==> config.mk <==
export PLATFORM = sky130hd
export DESIGN_NAME = sd_block_reader
export DESIGN_NICKNAME = d
export VERILOG_FILES = /design/src/rtl/sd_block_reader.sv
export SDC_FILE = /design/constraint.sdc
export NUM_CORES = 1
export LEC_CHECK = 0
export ABC_AREA = 1
export CORE_MARGIN = 2
export CORE_UTILIZATION = 35
export DETAILED_ROUTE_END_ITERATION = 8
export GPL_TIMING_DRIVEN = 0
export MAX_ROUTING_LAYER = met4
export SYNTH_ARGS = -nofsm -noshare
export SYNTH_HDL_FRONTEND = slang
export SYNTH_SLANG_ARGS = --single-unit
==> constraint.sdc <==
create_clock -name sd_clk -period 2.4 [get_ports sd_clk]
set_input_delay 0.24 -clock sd_clk [delete_from_list [all_inputs] [get_ports sd_clk]]
set_output_delay 0.24 -clock sd_clk [all_outputs]
set_load 0.005 [all_outputs]
==> src/rtl/sd_block_reader.sv <==
// SPI-mode SD single-block reader: issues CMD17, waits for R1 and the data
// start token, streams the 512-byte payload out one byte at a time.
module sd_block_reader #(
    parameter int RESP_TIMEOUT  = 64,
    parameter int TOKEN_TIMEOUT = 65535
) (
    input  logic        sd_clk,
    input  logic        reset,
    input  logic        initialized,
    input  logic        rd_req,
    input  logic [31:0] rd_addr,
    input  logic        sdDataBack,
    output logic        sdCs,
    output logic        sd_Data_IR,
    output logic        rd_busy,
    output logic        rd_done,
    output logic        rd_err,
    output logic [7:0]  data_out,
    output logic        data_valid
);

    typedef enum logic [3:0] {
        IDLE, DUMMY, CMD, RESP_WAIT, RESP, TOKEN_WAIT, DATA, CRC, TRAIL, DONE
    } state_t;

    localparam int TMO_MAX = (RESP_TIMEOUT > TOKEN_TIMEOUT) ? RESP_TIMEOUT : TOKEN_TIMEOUT;
    localparam int TMO_W   = $clog2(TMO_MAX + 1);
    localparam int CW      = (TMO_W > 12) ? TMO_W : 12;
    localparam logic [CW-1:0] ONE = CW'(1);

    state_t         state_q, state_d;
    logic [CW-1:0]  cnt_q, cnt_d;
    logic [47:0]    cmd_q, cmd_d;
    logic [7:0]     shift_q, shift_d;
    logic           err_q, err_d;
    logic [7:0]     data_out_q, data_out_d;
    logic           data_valid_q, data_valid_d;

    always_ff @(posedge sd_clk) begin
        // NOTE: reset is tested inside the clocked block, so it only takes effect on an sd_clk edge.
        if (reset) begin
            state_q      <= IDLE;
            cnt_q        <= '0;
            cmd_q        <= '0;
            shift_q      <= '0;
            err_q        <= 1'b0;
            data_out_q   <= '0;
            data_valid_q <= 1'b0;
        end else begin
            // NOTE: non-blocking assignments make every flop load from pre-edge values.
            state_q      <= state_d;
            cnt_q        <= cnt_d;
            cmd_q        <= cmd_d;
            shift_q      <= shift_d;
            err_q        <= err_d;
            data_out_q   <= data_out_d;
            data_valid_q <= data_valid_d;
        end
    end

    always_comb begin
        // NOTE: every _d starts from its hold value, so no branch can infer a latch.
        state_d      = state_q;
        cnt_d        = cnt_q;
        cmd_d        = cmd_q;
        shift_d      = shift_q;
        err_d        = err_q;
        data_out_d   = data_out_q;
        data_valid_d = 1'b0;

        case (state_q)
            IDLE: begin
                if (rd_req && initialized) begin
                    cmd_d   = {8'h51, rd_addr, 8'hFF};
                    err_d   = 1'b0;
                    cnt_d   = '0;
                    state_d = DUMMY;
                end
            end
            DUMMY: begin
                cnt_d = cnt_q + ONE;
                if (cnt_q == CW'(7)) begin
                    cnt_d   = '0;
                    state_d = CMD;
                end
            end
            CMD: begin
                cmd_d = {cmd_q[46:0], 1'b1};
                cnt_d = cnt_q + ONE;
                if (cnt_q == CW'(47)) begin
                    cnt_d   = '0;
                    state_d = RESP_WAIT;
                end
            end
            RESP_WAIT: begin
                cnt_d = cnt_q + ONE;
                if (!sdDataBack) begin
                    shift_d = 8'h00;
                    cnt_d   = '0;
                    state_d = RESP;
                end else if (cnt_q == CW'(RESP_TIMEOUT - 1)) begin
                    err_d   = 1'b1;
                    cnt_d   = '0;
                    state_d = TRAIL;
                end
            end
            RESP: begin
                shift_d = {shift_q[6:0], sdDataBack};
                cnt_d   = cnt_q + ONE;
                if (cnt_q == CW'(6)) begin
                    cnt_d   = '0;
                    err_d   = (shift_d != 8'h00);
                    state_d = (shift_d != 8'h00) ? TRAIL : TOKEN_WAIT;
                    shift_d = 8'hFF;
                end
            end
            TOKEN_WAIT: begin
                // Tokens are only decoded once a full byte has been shifted in.
                shift_d = {shift_q[6:0], sdDataBack};
                cnt_d   = cnt_q + ONE;
                if (cnt_q >= CW'(7) && shift_d == 8'hFE) begin
                    cnt_d   = '0;
                    state_d = DATA;
                end else if (cnt_q >= CW'(7) && shift_d[7:4] == 4'h0 && shift_d[3:0] != 4'h0) begin
                    err_d   = 1'b1;
                    cnt_d   = '0;
                    state_d = TRAIL;
                end else if (cnt_q == CW'(TOKEN_TIMEOUT - 1)) begin
                    err_d   = 1'b1;
                    cnt_d   = '0;
                    state_d = TRAIL;
                end
            end
            DATA: begin
                shift_d = {shift_q[6:0], sdDataBack};
                cnt_d   = cnt_q + ONE;
                if (cnt_q[2:0] == 3'd7) begin
                    data_out_d   = shift_d;
                    data_valid_d = 1'b1;
                end
                if (cnt_q == CW'(4095)) begin
                    cnt_d   = '0;
                    state_d = CRC;
                end
            end
            CRC: begin
                cnt_d = cnt_q + ONE;
                if (cnt_q == CW'(15)) begin
                    cnt_d   = '0;
                    state_d = TRAIL;
                end
            end
            TRAIL: begin
                cnt_d = cnt_q + ONE;
                if (cnt_q == CW'(7)) begin
                    cnt_d   = '0;
                    state_d = DONE;
                end
            end
            DONE: begin
                state_d = IDLE;
            end
            default: state_d = IDLE;
        endcase
    end

    assign rd_busy    = (state_q != IDLE);
    assign sdCs       = (state_q == IDLE) || (state_q == TRAIL) || (state_q == DONE);
    assign sd_Data_IR = (state_q == CMD) ? cmd_q[47] : 1'b1;
    assign rd_done    = (state_q == DONE);
    assign rd_err     = (state_q == DONE) && err_q;
    assign data_out   = data_out_q;
    assign data_valid = data_valid_q;

endmodule

==> qor.txt, run 1 <==
Layout fillers = 1236
# IOs = 51
Area Growth Syn to Fin = 23.2%
NumNets Final = 736
Final setup margin = 0.151 ns
Floorplan core area = 0.0120 mm²
RSZ-0062 raised after global routing = false
GRT Util Overall = 17.1%
Worst path required time = 2.16 ns
Drt first pass iters = 5
Critical path type = flop to primary output
Final-report hold violation count = 0
Largest net degree at the start of global routing = 20
Post-synthesis instance area = 0.00429 mm²
Synthesized instance count = 636
Wire length of the first global-routing pass = 17800 µm
DRT Wirelength = 10400 µm
Grt met1 use = 20.5%
Final period util = 93.7%
Hold Slack = 0.451 ns
Die Y = 115 µm
Post-place setup slack = 0.297 ns
Syn Nets = 676
Worst setup SP type = flop
Share of post-route cells with drive strength above 1 = 8.13%
Full die area = 0.0132 mm²
Clock tree from TritonCTS = yes
Area occupied by multi-input gates = 0.00219 mm²
GR Util met2 = 28.2%
Initial drt markers = 236
Clk_lat worst skew = 0.35 ns
Vias in the first global route = 3965
Num CTS Buffers = 9
CTS Root Cell = clkbuf_16
Met3 Resource Use GR = 4.82%
Residual DRC count = 0
Antenna violations before repair = 0
Post-synth ARST share = 0%
Final core utilization = 44.0%
Row count = 40
Fin crit period = 2.25 ns
Commonest non-fill, non-tap cell in the layout = nand2_1
Final TNS setup = 0 ns
Per-instance average area after synthesis = 6.75 µm²
Die Span X = 115 µm
CP endpoint kind = primary output
Dominant synthesized flop cell = dfxtp_1
Slew @ Worst Pin = 0.594 ns
CP max FO = 19
Clock skew = 0.0114 ns
Max-Cap Viols = 0
EDFF count, synth = 0
Distinct cells, synth = 35
Hold-fix buffers, CTS = 0
Port buffer count = 50
Grt ovf = 0
Slew headroom = 60.4%
RePlAce Congestion = 0.901
VDD IR-drop max = 0.000429 V
Cell area power density = 996 mW/mm²
Final setup viols = 0
Status = finished clean
Sequential area share after synthesis = 39.7%
Flop and latch count out of synthesis = 85
Starting Density = 35.7%
P_leak = 2.22 nW
Post-CTS Setup Bufs = 0
Achievable frequency = 445 MHz
Clock Pin Slew Worst Setup and Hold Paths = 0.07 ns
Clock sink count = 85
Cells after DPL = 833
Antenna diode instance count = 0
GRT busiest layer = met2
FF+latch area = 0.00170 mm²
Slew Viols, Final = 0
Commonest non-fill, non-tap cells in the layout = nand2_1 (192), dfxtp_1 (85), nor2_1 (65)
Critical path arrival = 2.01 ns
Remaining antenna violation count = 0
CTS HTree Levels = 3
Longest Clk Path Bufs = 2
Vias per Instance = 4.97
DR WL/cell = 12.3 µm
Non-filler cells, final = 848
Min-delay worst type = input port to flop
Hpwl dp = 7740 µm
Ys Warns = 0
Via count = 4211
==> what timing repair did <==
action,CTS,global route
endpoints found under the setup margin,1,0
resized for setup,0,0
hold endpoints to repair,0,0
==> power by group <==
| group | internal (mW) | switching (mW) |
|---|---|---|
| Combinational | 0.643 | 1.21 |
| Clock | 0.852 | 0.613 |
| Sequential | 1.75 | 0.199 |
==> cells by family after synthesis <==
family,share of synthesized area (%)
adder cells (fa/ha/maj),0.875
AND/OR/NAND/NOR,31.6
XOR/XNOR,1.02
AO/OA/AOI/OAI,17.6
flip-flops,39.7
buffers and inverters,9.22
==> Yosys cell counts, types with 3 or more instances <==
cell | count | share of area [%]
a21oi_1 | 33 | 3.8
a31oi_1 | 33 | 4.8
buf_2 | 12 | 1.4
clkbuf_1 | 17 | 1.5
dfxtp_1 | 85 | 40
ha_1 | 3 | 0.87
inv_1 | 62 | 5.4
inv_2 | 6 | 0.52
nand2_1 | 192 | 17
nand2_2 | 6 | 0.87
nand3_1 | 24 | 2.8
nand4_1 | 5 | 0.73
nor2_1 | 65 | 5.7
nor2_2 | 5 | 0.73
nor2_4 | 4 | 1.0
nor3_1 | 6 | 0.70
o21ai_0 | 40 | 4.7
o221ai_1 | 16 | 3.3
xnor2_1 | 3 | 0.61
==> path summary, 6_finish.rpt <==
path,from,endpoint,slack (ns),depth (start not counted)
worst min-delay path,rd_addr[22],cmd_q[30],0.45,3
worst max register to register,cnt_q[1],cnt_q[12],0.45,9
worst max-delay path,state_q[1],sd_Data_IR,0.15,6
worst min register to register,data_out[0],data_out[0],0.47,2
==> metal layers <==
metal  vias up  share of wire, %  routed length, µm
met5         -                 0                  0
met4         0               1.2                121
met3        17               4.5                467
met2        90                46               4780
met1      1903                49               5060
li1       2201                 -                  -
==> final cells by class <==
| cell class | count | area share (%) |
|---|---|---|
| Sequential cell | 85 | 32.2 |
| Multi-Input combinational cell | 452 | 41.5 |
| Clock buffer | 10 | 4.52 |
| Clock inverter | 6 | 1.42 |
| Timing Repair Buffer | 50 | 9.47 |
| Tap cell | 147 | 3.48 |
| Buffer | 29 | 2.49 |
| Inverter | 69 | 4.92 |
==> metrics by stage <==
step,cell area (µm²),power [mW]
floorplan,4290,3.26
global placement,4970,3.79
detailed placement,4970,3.83
CTS,5290,5.31
global route,5290,5.64
finish,5290,5.26
==> critical path: stages (launching register included) <==
cell and delay (ns):
dfxtp_1 0.38, inv_1 0.08, nor2_1 0.13, nand2_1 0.08
buf_2 0.24, or2_2 0.32, clkdlybuf4s50_1 0.44
==> registers in the layout (all words and copies together), names as in the netlist <==
register and flops:
data_out 8, shift_q 7, err_q 1, cmd_q 48, cnt_q 16, data_valid 1
state_q 4
Note: power is estimated with default switching activity, not from simulation.
==> run 2, diff against run 1 <==
--- a/config.mk
+++ b/config.mk
@@ -9,6 +9,7 @@
 export CORE_MARGIN = 2
 export CORE_UTILIZATION = 35
 export DETAILED_ROUTE_END_ITERATION = 8
+export DONT_BUFFER_PORTS = 1
 export GPL_TIMING_DRIVEN = 0
 export MAX_ROUTING_LAYER = met4
 export SYNTH_ARGS = -nofsm -noshare
==> run 2 against run 1 <==
Against the previous run: die area is the same; clock-buffer cell count is the same; critical endpoint unchanged; register-to-register slack gained 0.04 ns; flip-flop and latch count is the same; clock power shrank 9%; hold slack lost 0.40 ns; sequential share of layout area grew 3.6 points.
==> qor.txt, run 2 (same netlist as run 1, synthesis figures left out) <==
Placed cell area = 0.00447 mm² (was 0.00497 mm²)
Grt ovf = 0 (unchanged)
Slew @ Worst Pin = 0.617 ns (was 0.594 ns)
CTS Root Cell = clkbuf_16 (unchanged)
CTS HTree Levels = 3 (unchanged)
Antenna diode instance count = 0 (unchanged)
PostCTS Resize Cnt = 0 (unchanged)
Worst path required time = 2.16 ns (about the same)
Clock Pin Slew Worst Setup and Hold Paths = 0.07 ns (about the same)
RSZ-0062 raised after global routing = false (unchanged)
Critical path arrival = 1.78 ns (was 2.01 ns)
FF+latch area = 0.00170 mm² (unchanged)
Hold-fix buffers, CTS = 0 (unchanged)
RePlAce Congestion = 0.829 (was 0.901)
Worst setup SP type = flop (unchanged)
Layout fillers = 1287 (was 1236)
P_leak = 2.02 nW (was 2.22 nW)
Final core utilization = 39.6% (was 44.0%)
Top reg by flops = cmd_q (unchanged)
Status = finished clean (unchanged)
Slew Viols, Final = 0 (unchanged)
# IOs = 51 (unchanged)
Design area = 0.00476 mm² (was 0.00529 mm²)
Starting Density = 35.7% (unchanged)
Cell area power density = 1050 mW/mm² (was 996 mW/mm²)
Num CTS Buffers = 9 (unchanged)
Final period util = 84.2% (was 93.7%)
Achievable frequency = 495 MHz (was 445 MHz)
Die Y = 115 µm (unchanged)
Commonest non-fill, non-tap cell in the layout = nand2_1 (unchanged)
Max-Cap Viols = 0 (unchanged)
Longest Clk Path Bufs = 2 (unchanged)
Min-delay worst type = input port to flop (unchanged)
Clk_lat worst skew = 0.34 ns (was 0.35 ns)
Hpwl dp = 7760 µm (was 7740 µm)
Commonest non-fill, non-tap cells in the layout = nand2_1 (192), dfxtp_1 (85), nor2_1 (65) (unchanged)
Die Span X = 115 µm (unchanged)
Largest net degree at the start of global routing = 16 (was 20)
Area Growth Syn to Fin = 10.8% (was 23.2%)
R2R setup slack = 0.49 ns (was 0.45 ns)
Full die area = 0.0132 mm² (unchanged)
Clock skew = 0.00673 ns (was 0.0114 ns)
Final TNS setup = 0 ns (unchanged)
Remaining antenna violation count = 0 (unchanged)
Largest register FFs = 48 (unchanged)
Drt first pass iters = 5 (unchanged)
Floorplan core area = 0.0120 mm² (unchanged)
Final-report hold violation count = 0 (unchanged)
Port buffer count = 0 (was 50)
Vias in the first global route = 3610 (was 3965)
Row count = 40 (unchanged)
Wire length of the first global-routing pass = 17500 µm (was 17800 µm)
Hold Slack = 0.0543 ns (was 0.451 ns)
Area occupied by multi-input gates = 0.00219 mm² (unchanged)
Initial drt markers = 289 (was 236)
Slew headroom = 58.9% (was 60.4%)
Critical path type = flop to primary output (unchanged)
Share of post-route cells with drive strength above 1 = 8.60% (was 8.13%)
Vias per Instance = 5.07 (was 4.97)
Cells after DPL = 783 (was 833)
CP max FO = 10 (was 19)
NumNets Final = 687 (was 736)
VDD IR-drop max = 0.000420 V (was 0.000429 V)
Clock tree from TritonCTS = yes (unchanged)
Via count = 4042 (was 4211)
DR WL/cell = 13.0 µm (was 12.3 µm)
Non-filler cells, final = 798 (was 848)
DRT Wirelength = 10400 µm (about the same)
Fin crit period = 2.02 ns (was 2.25 ns)
Post-CTS Setup Bufs = 0 (unchanged)
GRT Util Overall = 17.0% (was 17.1%)
Clock sink count = 85 (unchanged)
Residual DRC count = 0 (unchanged)
Final setup viols = 0 (unchanged)
CP endpoint kind = primary output (unchanged)
Antenna violations before repair = 0 (unchanged)
## run 2: changes by cell type in the layout (fill, tap and decap cells not counted), sizes merged
cell	delta
clkbuf	+1
inv	+1
clkdlybuf4s50	-50
clkinv	-1
bufinv	-1
## run 2: layout make-up
cell class	instances	area share (%)
clock inverters	5	0.895
multi-input cells	452	46.1
well taps	147	3.87
plain buffers	30	2.84
inverters	69	5.47
flip-flops and latches	85	35.8
clock buffers	10	5.02
## run 2: worst paths after layout
path / endpoint / start / depth (start not counted)
hold reg to reg: cmd_q[41] / cmd_q[41] / 2
setup / recovery: sd_Data_IR / state_q[1] / 6
setup reg to reg: cnt_q[5] / cnt_q[1] / 9
hold / removal: cmd_q[27] / rd_addr[19] / 2
## run 2: per-layer routing
| layer | GRT usage (%) | up-vias | part of all wire, % |
|---|---|---|---|
| met5 | - | - | 0 |
| met1 | 22.8 | 1831 | 49 |
| met2 | 25.4 | 100 | 44 |
| met4 | 4.74 | 0 | 0.92 |
| li1 | - | 2102 | - |
| met3 | 4.13 | 9 | 6.0 |
## run 2: worst max-delay path, cell delays in order (launching register included)
cell      delay, ns
dfxtp_1        0.37
inv_1          0.08
nor2_1         0.13
nand2_1        0.08
buf_2          0.19
clkbuf_1       0.25
or2_2          0.34
## run 2: metrics by stage
step / total power [mW] / setup slack (ns)
6_report: 5.02 / 0.378
3_5_place_dp: 3.72 / 0.472
5_1_grt: 5.40 / 0.240
3_3_place_gp: 3.67 / 0.468
2_1_floorplan: 3.26 / 0.744
4_1_cts: 5.06 / 0.353
## run 2: power breakdown
group          switching, mW  total, mW  internal (mW)
registers              0.211       1.96           1.75
logic                   1.18       1.72          0.548
clock network          0.593       1.33          0.739
==> run 3, diff against run 2 <==
==> constraint.sdc (replaced) <==
create_clock -name sd_clk -period 1.7 [get_ports sd_clk]
set_input_delay 0.17 -clock sd_clk [delete_from_list [all_inputs] [get_ports sd_clk]]
set_output_delay 0.17 -clock sd_clk [all_outputs]
set_load 0.005 [all_outputs]
==> run 3 against run 2 <==
Against the previous run: the flow now finishes with violations (negative setup slack); sequential power increased by 44%; clock power is 42% higher; die area stayed put; first-iteration DRC count shrank 6.6%; clock-buffer cell count is the same; global-route usage is 0.53 points higher.
==> qor.txt, run 3 (same netlist as run 1, synthesis figures left out) <==
Status = complete, but fails checks (was finished clean)
Failing checks = negative setup slack
CP endpoint kind = flop (was primary output)
Remaining antenna violation count = 0 (unchanged)
R2R setup slack = -0.06 ns (was 0.49 ns)
Num CTS Buffers = 9 (unchanged)
Worst setup SP type = flop (unchanged)
Die Span X = 115 µm (unchanged)
Sw Ratio = 39.7% (was 39.5%)
Wire length of the first global-routing pass = 18200 µm (was 17500 µm)
Fin crit period = 1.76 ns
Vias in the first global route = 3804 (was 3610)
# IOs = 51 (unchanged)
Clk_lat worst skew = 0.35 ns (was 0.34 ns)
Slew Viols, Final = 0 (unchanged)
Final setup viols = 16 (was 0)
Hpwl dp = 7760 µm (unchanged)
Via count = 4290 (was 4042)
Max-Cap Viols = 0 (unchanged)
Longest Clk Path Bufs = 2 (unchanged)
NetSw = 3.10 mW (was 1.98 mW)
Clock tree from TritonCTS = yes (unchanged)
Reg2reg path depth = 11 (was 9)
CTS HTree Levels = 3 (unchanged)
Area Growth Syn to Fin = 27.0% (was 10.8%)
Cell area power density = 1430 mW/mm² (was 1050 mW/mm²)
RePlAce Congestion = 0.829 (unchanged)
DR WL/cell = 13.3 µm (was 13.0 µm)
Clock Pin Slew Worst Setup and Hold Paths = 0.06 ns (was 0.07 ns)
RSZ-0062 raised after global routing = true (was false)
Floorplan core area = 0.0120 mm² (unchanged)
Antenna diode instance count = 0 (unchanged)
Residual DRC count = 0 (unchanged)
Commonest non-fill, non-tap cell in the layout = nand2_1 (unchanged)
Min-delay worst type = input port to flop (unchanged)
Final period util = 104%
Final setup margin = -0.0640 ns (was 0.378 ns)
CP max FO = 6 (was 10)
Die Y = 115 µm (unchanged)
Clock skew = 0.00765 ns (was 0.00673 ns)
Largest net degree at the start of global routing = 16 (unchanged)
Final-report hold violation count = 0 (unchanged)
Share of post-route cells with drive strength above 1 = 18.8% (was 8.60%)
Drt first pass iters = 5 (unchanged)
Largest register FFs = 48 (unchanged)
Critical path arrival = 2.00 ns (was 1.78 ns)
Total power draw = 7.81 mW (was 5.02 mW)
Grt ovf = 0 (unchanged)
Comb pwr share = 39.7% (was 34.4%)
Critical path type = flop to flop (was flop to primary output)
Final core utilization = 45.4% (was 39.6%)
Worst path required time = 1.94 ns (was 2.16 ns)
Port buffer count = 0 (unchanged)
DRT Wirelength = 11200 µm (was 10400 µm)
Hold Crit Depth = 2 (unchanged)
Internal = 4.71 mW (was 3.04 mW)
VDD IR-drop max = 0.000753 V (was 0.000420 V)
Vias per Instance = 5.11 (was 5.07)
CTS Root Cell = clkbuf_16 (unchanged)
Starting Density = 35.7% (unchanged)
Sequential Power Share = 36.1% (was 39.1%)
Slew headroom = 53.0% (was 58.9%)
Commonest non-fill, non-tap cells in the layout = nand2_1 (174), dfxtp_1 (73), inv_1 (58) (was nand2_1 (192), dfxtp_1 (85), nor2_1 (65))
Initial drt markers = 270 (was 289)
Hold Slack = 0.00610 ns (was 0.0543 ns)
Slew @ Worst Pin = 0.705 ns (was 0.617 ns)
Antenna violations before repair = 0 (unchanged)
Clock share of power = 24.2% (was 26.5%)
Post-place setup slack = -0.228 ns (was 0.472 ns)
Top reg by flops = cmd_q (unchanged)
NumNets Final = 729 (was 687)
Clock sink count = 85 (unchanged)
GRT Util Overall = 17.5% (was 17.0%)
Achievable frequency = 567 MHz
P_leak = 2.27 nW (was 2.02 nW)
Full die area = 0.0132 mm² (unchanged)
Row count = 40 (unchanged)
[run 3: cell types whose count changed in the layout (fill, tap and decap cells not counted), moves of 5 or more]
cell,delta
a21oi_1,-5
a21oi_2,+5
buf_2,-6
buf_4,+13
dfxtp_1,-12
dfxtp_2,+7
dfxtp_4,+5
dlygate4sd3_1,+28
nand2_1,-18
nand2_2,+14
nor2_1,-11
nor2_2,+6
nor2_4,+5
[run 3: timing repair]
item / in CTS / in global routing
setup endpoints to repair: 45 / 84
pin swaps: 6 / 15
gates cloned: 0 / 1
hold buffers: 28 / 0
endpoints found under the hold margin: 28 / 0
resized for setup: 24 / 76
buffers inserted: 5 / 8
[run 3: layer usage]
layer	routed length, µm	vias up	GRT usage (%)
met5	0	-	-
met4	172	0	4.74
met3	579	16	3.71
met2	5140	107	27.3
met1	5310	1976	23.0
li1	-	2191	-
[run 3: power groups by stage]
stage / logic [mW] / clock network, mW / registers [mW]
after floorplan: 1.88 / 0 / 2.72
after global placement: 2.41 / 0 / 2.77
after detailed placement: 2.46 / 0 / 2.79
after CTS: 2.66 / 1.92 / 2.78
after global routing: 3.45 / 2.02 / 2.87
final: 3.10 / 1.89 / 2.82
[run 3: final cells by class]
type                       instances  area (µm²)
clock buffer                      10         239
timing repair buffer              42         404
clock inverter                     5        42.5
sequential                        85        1730
inverter                          69         268
multi-input combinational        452        2410
fill                            1201        6560
tap                              147         184
buffer                            30         175
[run 3: critical path, stage by stage (launching register included)]
cell       delay [ns]
dfxtp_1          0.37
nor2_1           0.18
nand2_2          0.12
nor2_4           0.12
nand2_2          0.06
nand2_2          0.11
nand2_4          0.07
nor2_4           0.12
nand4_4          0.15
clkbuf_16        0.20
o21ai_1          0.11
inv_1            0.04
[run 3: worst paths after layout]
check	start	end
worst max-delay path	cnt_q[4]	cnt_q[12]
worst min-delay path	rd_addr[21]	cmd_q[29]
worst max register to register	cnt_q[4]	cnt_q[12]
worst min register to register	cmd_q[41]	cmd_q[41]
[run 3: stage by stage]
step / setup TNS (ns) / cell area (µm²) / cells
2_1_floorplan: 0 / 4290 / 636
3_3_place_gp: -3.65 / 4470 / 783
3_5_place_dp: -4.02 / 4470 / 783
4_1_cts: -0.129 / 5150 / 831
5_1_grt: -2.59 / 5450 / 840
6_report: -0.491 / 5450 / 840
